===== config.mk =====
export PLATFORM = sky130hd
export DESIGN_NAME = htg_ad9213_clk_rst_seq_flat
export DESIGN_NICKNAME = d
export VERILOG_FILES = /design/src/rtl/htg_ad9213_pkg.sv /design/src/rtl/htg_ad9213_clk_rst_seq_if.sv /design/src/rtl/htg_ad9213_sync2.sv /design/src/rtl/htg_ad9213_clk_rst_seq.sv /design/src/flat_wrapper.sv
export SDC_FILE = /design/constraint.sdc
export NUM_CORES = 1
export LEC_CHECK = 0
export CAP_MARGIN = 20
export CORE_AREA = 2 2 94 96
export CTS_CLUSTER_SIZE = 10
export DETAILED_ROUTE_END_ITERATION = 16
export DIE_AREA = 0 0 96 98
export DONT_BUFFER_PORTS = 1
export GPL_TIMING_DRIVEN = 0
export PLACE_DENSITY = 0.59
export SETUP_SLACK_MARGIN = 0.05
export SLEW_MARGIN = 20
export SYNTH_ARGS = -nofsm -noshare
export SYNTH_HDL_FRONTEND = slang
export SYNTH_SLANG_ARGS = --single-unit
export TNS_END_PERCENT = 10

===== constraint.sdc =====
create_clock -name clk -period 5.9 [get_ports clk]
set_clock_uncertainty 0.2 [all_clocks]
set_input_delay 1.18 -clock clk [delete_from_list [all_inputs] [get_ports clk]]
set_output_delay 1.18 -clock clk [all_outputs]
set_load 0.01 [all_outputs]

===== src/rtl/htg_ad9213_pkg.sv =====
// Shared types and constants for the HTG AD9213 clock/reset blocks.
package htg_ad9213_pkg;

  typedef enum logic [2:0] {
    RESET_MMCM = 3'd0,
    WAIT_LOCK  = 3'd1,
    HOLD       = 3'd2,
    RUN        = 3'd3
  } seq_state_t;

  localparam int RETRY_CNT_WIDTH = 8;

  // Width needed to hold a terminal count of p-1; never narrower than one bit.
  function automatic int cnt_width(input int p);
    return (p > 1) ? $clog2(p) : 1;
  endfunction

endpackage


===== src/rtl/htg_ad9213_clk_rst_seq_if.sv =====
// MMCM-facing and status signals of the clock/reset sequencer.
interface htg_ad9213_clk_rst_seq_if #(
  parameter int CNT_WIDTH = 16
);
  import htg_ad9213_pkg::*;

  logic                       mmcm_locked;
  logic                       cnt_clr;
  logic                       mmcm_rst;
  logic                       user_rst_n;
  logic                       clk_ready;
  logic [CNT_WIDTH-1:0]       lock_loss_cnt;
  logic [RETRY_CNT_WIDTH-1:0] retry_cnt;
  logic [2:0]                 state_o;

  modport master (
    input  mmcm_locked, cnt_clr,
    output mmcm_rst, user_rst_n, clk_ready, lock_loss_cnt, retry_cnt, state_o
  );

  modport slave (
    output mmcm_locked, cnt_clr,
    input  mmcm_rst, user_rst_n, clk_ready, lock_loss_cnt, retry_cnt, state_o
  );

endinterface


===== src/rtl/htg_ad9213_sync2.sv =====
// Generic two-flop synchronizer with synchronous active-low reset.
module htg_ad9213_sync2 #(
  parameter int WIDTH = 1
) (
  input  logic             clk,
  input  logic             rst_n,
  input  logic [WIDTH-1:0] d,
  output logic [WIDTH-1:0] q
);

  genvar gi;
  generate
    for (gi = 0; gi < WIDTH; gi++) begin : g_bit
      (* ASYNC_REG = "TRUE" *) logic meta_reg;
      (* ASYNC_REG = "TRUE" *) logic sync_reg;

      always_ff @(posedge clk) begin
        if (!rst_n) begin
          meta_reg <= 1'b0;
          sync_reg <= 1'b0;
        end else begin
          meta_reg <= d[gi];
          sync_reg <= meta_reg;
        end
      end

      assign q[gi] = sync_reg;
    end
  endgenerate

endmodule


===== src/rtl/htg_ad9213_clk_rst_seq.sv =====
// MMCM reset/lock sequencer: pulses the MMCM reset, qualifies LOCKED, and
// releases a clean downstream reset; retries on lock timeout.
module htg_ad9213_clk_rst_seq
  import htg_ad9213_pkg::*;
#(
  parameter int LOCK_STABLE_CYCLES  = 1024,
  parameter int RST_HOLD_CYCLES     = 256,
  parameter int LOCK_TIMEOUT_CYCLES = 1048576,
  parameter int MMCM_RST_CYCLES     = 16,
  parameter int CNT_WIDTH           = 16
) (
  input  logic                      clk,
  input  logic                      rst_n,
  htg_ad9213_clk_rst_seq_if.master  bus
);

  localparam int STABLE_W = cnt_width(LOCK_STABLE_CYCLES);
  localparam int HOLD_W   = cnt_width(RST_HOLD_CYCLES);
  localparam int WAIT_W   = cnt_width(LOCK_TIMEOUT_CYCLES);
  localparam int RST_W    = cnt_width(MMCM_RST_CYCLES);

  localparam logic [STABLE_W-1:0] STABLE_TC = STABLE_W'(LOCK_STABLE_CYCLES - 1);
  localparam logic [HOLD_W-1:0]   HOLD_TC   = HOLD_W'(RST_HOLD_CYCLES - 1);
  localparam logic [WAIT_W-1:0]   WAIT_TC   = WAIT_W'(LOCK_TIMEOUT_CYCLES - 1);
  localparam logic [RST_W-1:0]    RST_TC    = RST_W'(MMCM_RST_CYCLES - 1);

  seq_state_t state_reg, state_next;

  logic [STABLE_W-1:0]        stable_cnt_reg;
  logic [HOLD_W-1:0]          hold_cnt_reg;
  logic [WAIT_W-1:0]          wait_cnt_reg;
  logic [RST_W-1:0]           rst_cnt_reg;
  logic [CNT_WIDTH-1:0]       lock_loss_cnt_reg;
  logic [RETRY_CNT_WIDTH-1:0] retry_cnt_reg;
  logic                       mmcm_rst_reg;
  logic                       user_rst_n_reg;
  logic                       clk_ready_reg;

  logic locked_s;
  logic retry_inc;
  logic loss_inc;

  htg_ad9213_sync2 #(.WIDTH(1)) u_lock_sync (
    .clk   (clk),
    .rst_n (rst_n),
    .d     (bus.mmcm_locked),
    .q     (locked_s)
  );

  always_comb begin
    state_next = state_reg;
    retry_inc  = 1'b0;
    loss_inc   = 1'b0;
    case (state_reg)
      RESET_MMCM: begin
        if (rst_cnt_reg == RST_TC) state_next = WAIT_LOCK;
      end
      WAIT_LOCK: begin
        // Qualification takes priority over a coincident timeout.
        if (locked_s && (stable_cnt_reg == STABLE_TC)) begin
          state_next = HOLD;
        end else if (wait_cnt_reg == WAIT_TC) begin
          state_next = RESET_MMCM;
          retry_inc  = 1'b1;
        end
      end
      HOLD: begin
        if (!locked_s)                   state_next = WAIT_LOCK;
        else if (hold_cnt_reg == HOLD_TC) state_next = RUN;
      end
      RUN: begin
        if (!locked_s) begin
          state_next = WAIT_LOCK;
          loss_inc   = 1'b1;
        end
      end
      default: state_next = RESET_MMCM;
    endcase
  end

  always_ff @(posedge clk) begin
    if (!rst_n) begin
      state_reg      <= RESET_MMCM;
      stable_cnt_reg <= '0;
      hold_cnt_reg   <= '0;
      wait_cnt_reg   <= '0;
      rst_cnt_reg    <= '0;
      mmcm_rst_reg   <= 1'b1;
      user_rst_n_reg <= 1'b0;
      clk_ready_reg  <= 1'b0;
    end else begin
      state_reg      <= state_next;
      mmcm_rst_reg   <= (state_next == RESET_MMCM);
      user_rst_n_reg <= (state_next == RUN);
      clk_ready_reg  <= (state_next == RUN);
      // Every state timer starts from zero on entry to any state.
      if (state_next != state_reg) begin
        stable_cnt_reg <= '0;
        hold_cnt_reg   <= '0;
        wait_cnt_reg   <= '0;
        rst_cnt_reg    <= '0;
      end else begin
        case (state_reg)
          RESET_MMCM: rst_cnt_reg <= rst_cnt_reg + 1'b1;
          WAIT_LOCK: begin
            wait_cnt_reg   <= wait_cnt_reg + 1'b1;
            stable_cnt_reg <= locked_s ? stable_cnt_reg + 1'b1 : '0;
          end
          HOLD:    hold_cnt_reg <= hold_cnt_reg + 1'b1;
          default: ;
        endcase
      end
    end
  end

  // Status counters saturate; a clear coinciding with an event keeps that event.
  always_ff @(posedge clk) begin
    if (!rst_n) begin
      lock_loss_cnt_reg <= '0;
      retry_cnt_reg     <= '0;
    end else begin
      if (bus.cnt_clr)
        lock_loss_cnt_reg <= CNT_WIDTH'(loss_inc);
      else if (loss_inc && (lock_loss_cnt_reg != '1))
        lock_loss_cnt_reg <= lock_loss_cnt_reg + 1'b1;

      if (bus.cnt_clr)
        retry_cnt_reg <= RETRY_CNT_WIDTH'(retry_inc);
      else if (retry_inc && (retry_cnt_reg != '1))
        retry_cnt_reg <= retry_cnt_reg + 1'b1;
    end
  end

  assign bus.mmcm_rst      = mmcm_rst_reg;
  assign bus.user_rst_n    = user_rst_n_reg;
  assign bus.clk_ready     = clk_ready_reg;
  assign bus.lock_loss_cnt = lock_loss_cnt_reg;
  assign bus.retry_cnt     = retry_cnt_reg;
  assign bus.state_o       = state_reg;

endmodule


===== src/flat_wrapper.sv =====
// flat-port wrapper written by rule: the top's interface ports become plain ports
module htg_ad9213_clk_rst_seq_flat import htg_ad9213_pkg::*;
#(
  parameter int LOCK_STABLE_CYCLES  = 1024,
  parameter int RST_HOLD_CYCLES     = 256,
  parameter int LOCK_TIMEOUT_CYCLES = 1048576,
  parameter int MMCM_RST_CYCLES     = 16,
  parameter int CNT_WIDTH           = 16
)
  (clk, rst_n, bus_mmcm_locked, bus_cnt_clr, bus_mmcm_rst, bus_user_rst_n, bus_clk_ready, bus_lock_loss_cnt, bus_retry_cnt, bus_state_o);
  htg_ad9213_clk_rst_seq_if #(.CNT_WIDTH(CNT_WIDTH)) bus_i ();
  input  logic clk;
  input  logic rst_n;
  input wire logic [$bits(bus_i.mmcm_locked)-1:0] bus_mmcm_locked;
  input wire logic [$bits(bus_i.cnt_clr)-1:0] bus_cnt_clr;
  output wire logic [$bits(bus_i.mmcm_rst)-1:0] bus_mmcm_rst;
  output wire logic [$bits(bus_i.user_rst_n)-1:0] bus_user_rst_n;
  output wire logic [$bits(bus_i.clk_ready)-1:0] bus_clk_ready;
  output wire logic [$bits(bus_i.lock_loss_cnt)-1:0] bus_lock_loss_cnt;
  output wire logic [$bits(bus_i.retry_cnt)-1:0] bus_retry_cnt;
  output wire logic [$bits(bus_i.state_o)-1:0] bus_state_o;
  assign bus_i.mmcm_locked = bus_mmcm_locked;
  assign bus_i.cnt_clr = bus_cnt_clr;
  assign bus_mmcm_rst = bus_i.mmcm_rst;
  assign bus_user_rst_n = bus_i.user_rst_n;
  assign bus_clk_ready = bus_i.clk_ready;
  assign bus_lock_loss_cnt = bus_i.lock_loss_cnt;
  assign bus_retry_cnt = bus_i.retry_cnt;
  assign bus_state_o = bus_i.state_o;
  htg_ad9213_clk_rst_seq #(.LOCK_STABLE_CYCLES(LOCK_STABLE_CYCLES), .RST_HOLD_CYCLES(RST_HOLD_CYCLES), .LOCK_TIMEOUT_CYCLES(LOCK_TIMEOUT_CYCLES), .MMCM_RST_CYCLES(MMCM_RST_CYCLES), .CNT_WIDTH(CNT_WIDTH)) u_core (.clk(clk), .rst_n(rst_n), .bus(bus_i));
endmodule

==> impl_metrics.yaml <==
run_status:
  outcome: "complete, no violations"
min_path:
  worstHoldPathType: "flip-flop to flip-flop"
  hold_depth: 1
worst_setup_path:
  crit_cells: 7
  cp_max_fo: 10
  worstSetupPathType: "flip-flop to flip-flop"
  worst-path-buf-inv: 1
  cp_slowest_cell: "or4_1"
  worst_path_largest_cell_delay_ns: 0.68
  reg2reg_depth: 7
  cp.required_ns: 5.94
  cp.arrival_ns: 2.51
  start_kind: "flip-flop"
  crit_chain: "ha_1 -> nand3_1 -> or4_1 -> o211ai_1 -> a21o_4 -> buf_2 -> nor2_1"
  crit_path_end_kind: "flip-flop"
  critical-path-top-delay-family: "simple AND/OR/NAND/NOR gates"
place:
  place.gp.congestion: 0.786
  dpl_cell_area_um2: 3610
  io_buffers: 0
  post-place-ws_ns: 3.10
  dpl.hpwl_mm: 5.16
floorplan:
  core-area_um2: 8470
  rows: 34
  die_x_um: 96
  die_h_um: 98
  dieArea_um2: 9410
  ios: 34
  initial_core_util_pct: 41.0
route:
  wl_mm: 7.26
  dr_total_vias: 2788
  firstDrtPassIters: 4
  wire_per_inst_um: 13.8
  vias_per_cell: 5.31
  ant_nets: 0
  drc: 0
  drtIter0Drc: 125
synth:
  yosys_register_bits: 73
  ys_warn_count: 0
  synth_top_area_share_pct: 42.1
  synth-edff-count: 0
  syn_area_per_cell_um2: 8.64
  netlist_instances: 402
  synth_area_leaders: "dfxtp_1, xor2_1, nor2_1"
  yosysUniqueCellTypes: 50
  synth_area_um2: 3470
  seq_area_frac_synth_pct: 42.1
  synth_ff_type: "dfxtp_1"
  yosysTopAreaCell: "dfxtp_1"
  synth_async_sr_flop_share_pct: 0
  syn-num-nets: 412
clock_tree:
  cts_resized: 0
  cts-root-buf: "clkbuf_8"
  numCtsBuffers: 9
  clock-sinks: 73
  cts_tree: "done"
  clk_pin_slew_ns: 0.07
  clock_latency_ns: 0.35
  cts_setup_buffers: 0
  ctsHoldBuffers: 0
  clock_path_buffers: 2
  ctsHtreeMaxLevel: 3
sta:
  rsz0062_at_grt: "no"
  hold_viol_final: 0
  fin_crit_sh_pct: 41.9
  setup_tns_ns: 0
  period_needed_ns: 2.47
  slew_violations: 0
  worst_pin_slew_ns: 0.546
  setup_ws_ns: 3.43
  fmaxAchievable_mhz: 405
  setup_viol: 0
  max_slew_margin_pct: 63.3
  whs_ns: 0.237
final_layout:
  largest_reg_flops: 20
  fin_util_pct: 45.8
  final_common_cell: "dfxtp_1"
  design_area_um2: 3870
  final_nets: 423
  layout_common_cells: "dfxtp_1, nor2_1, nand2_1"
  area_growth_pct: 11.5
  antenna_cells: 0
  layout-drive-gt1-share_pct: 8.39
power:
  power_density_nw_per_um2: 267
  p_seq_share_pct: 47.9
  p_clk_share_pct: 50.3
  vdd_drop_max_mv: 0.124
  switchingPower_mw: 0.202
  pwr-share-comb_pct: 1.7
  internal-power_mw: 0.832
  swShare_pct: 19.5
  leakage_nw: 1.28
job:
  maxCapViolations: 0
grt:
  grt_max_degree: 13
  antenna_found_initial: 0
  grt_pass1_wl_mm: 12.8
  grt_pass1_vias: 2673
  overflow: 0
  grt_use_total_pct: 17.0
[power groups by stage]
stage / Combinational, mW / Clock, mW / Sequential (mW)
4_1_cts: 0.0185 / 0.529 / 0.496
3_5_place_dp: 0.0184 / 0 / 0.507
6_report: 0.0181 / 0.521 / 0.496
2_1_floorplan: 0.0135 / 0 / 0.507
5_1_grt: 0.0204 / 0.546 / 0.496
3_3_place_gp: 0.0183 / 0 / 0.507
[metal layers]
metal / up-vias / track usage, % / routed length (um)
met1: 1296 / 23.6 / 3650
met5: - / 0 / 0
li1: 1441 / - / -
met4: 0 / 7.36 / 142
met3: 12 / 3.78 / 274
met2: 39 / 25.2 / 3200
[path summary, 6_finish.rpt]
path,slack [ns],from,end
setup / recovery,3.43,u_core.stable_cnt_reg[0]$_SDFFE_PP0P_,u_core.rst_cnt_reg[0]$_SDFFE_PP0P_
hold / removal,0.24,u_core.u_lock_sync.g_bit[0].meta_reg$_SDFF_PN0_,u_core.u_lock_sync.q$_SDFF_PN0_
setup reg to reg,3.43,u_core.stable_cnt_reg[0]$_SDFFE_PP0P_,u_core.rst_cnt_reg[0]$_SDFFE_PP0P_
hold reg to reg,0.24,u_core.u_lock_sync.g_bit[0].meta_reg$_SDFF_PN0_,u_core.u_lock_sync.q$_SDFF_PN0_
[stage by stage]
step           std cells  power (mW)
6_report             525        1.03
5_1_grt              525        1.06
4_1_cts              525        1.04
3_5_place_dp         510       0.526
3_3_place_gp         510       0.525
2_1_floorplan        402       0.520
[cells in the mapped netlist, types with 2 or more instances]
master and instances:
or2_2 2, or3_1 8, buf_6 3, nor3b_2 2, ha_1 6, mux2i_1 3, or4_1 3, a221o_1 2
o211ai_1 3, nor4_1 5, clkbuf_1 6, inv_1 7, nand4_1 21, and3_1 13, nor2_1 58, o21ai_0 22
o21a_1 2, and4_1 4, nand2_1 33, nand4b_1 2, nor3_1 7, nor2b_1 3, dfxtp_1 73, xnor2_1 11
a21oi_1 18, xor2_1 31, nand3_1 23, nor3_4 2, and2_1 6, buf_2 2, buf_4 2
[area by class of cell]
class | instances | area (um2)
fillers | 857 | 4590
multi-input cells | 309 | 1900
flip-flops and latches | 73 | 1460
clock buffers | 10 | 138
well taps | 108 | 135
clock inverters | 5 | 128
plain buffers | 13 | 81.3
inverters | 7 | 26.3
[logic make-up after synthesis]
kind of cell / after synthesis / synth area share, %
AND/OR/NAND/NOR: 201 / 31.1
flip-flops: 73 / 42.1
AO/OA/AOI/OAI: 56 / 10.1
XOR/XNOR: 42 / 10.6
buffers and inverters: 20 / 3.10
adder cells (fa/ha/maj): 6 / 2.16
multiplexers: 3 / 0.865
other: 1 / 0.108
Note: power is estimated with default switching activity, not from simulation.
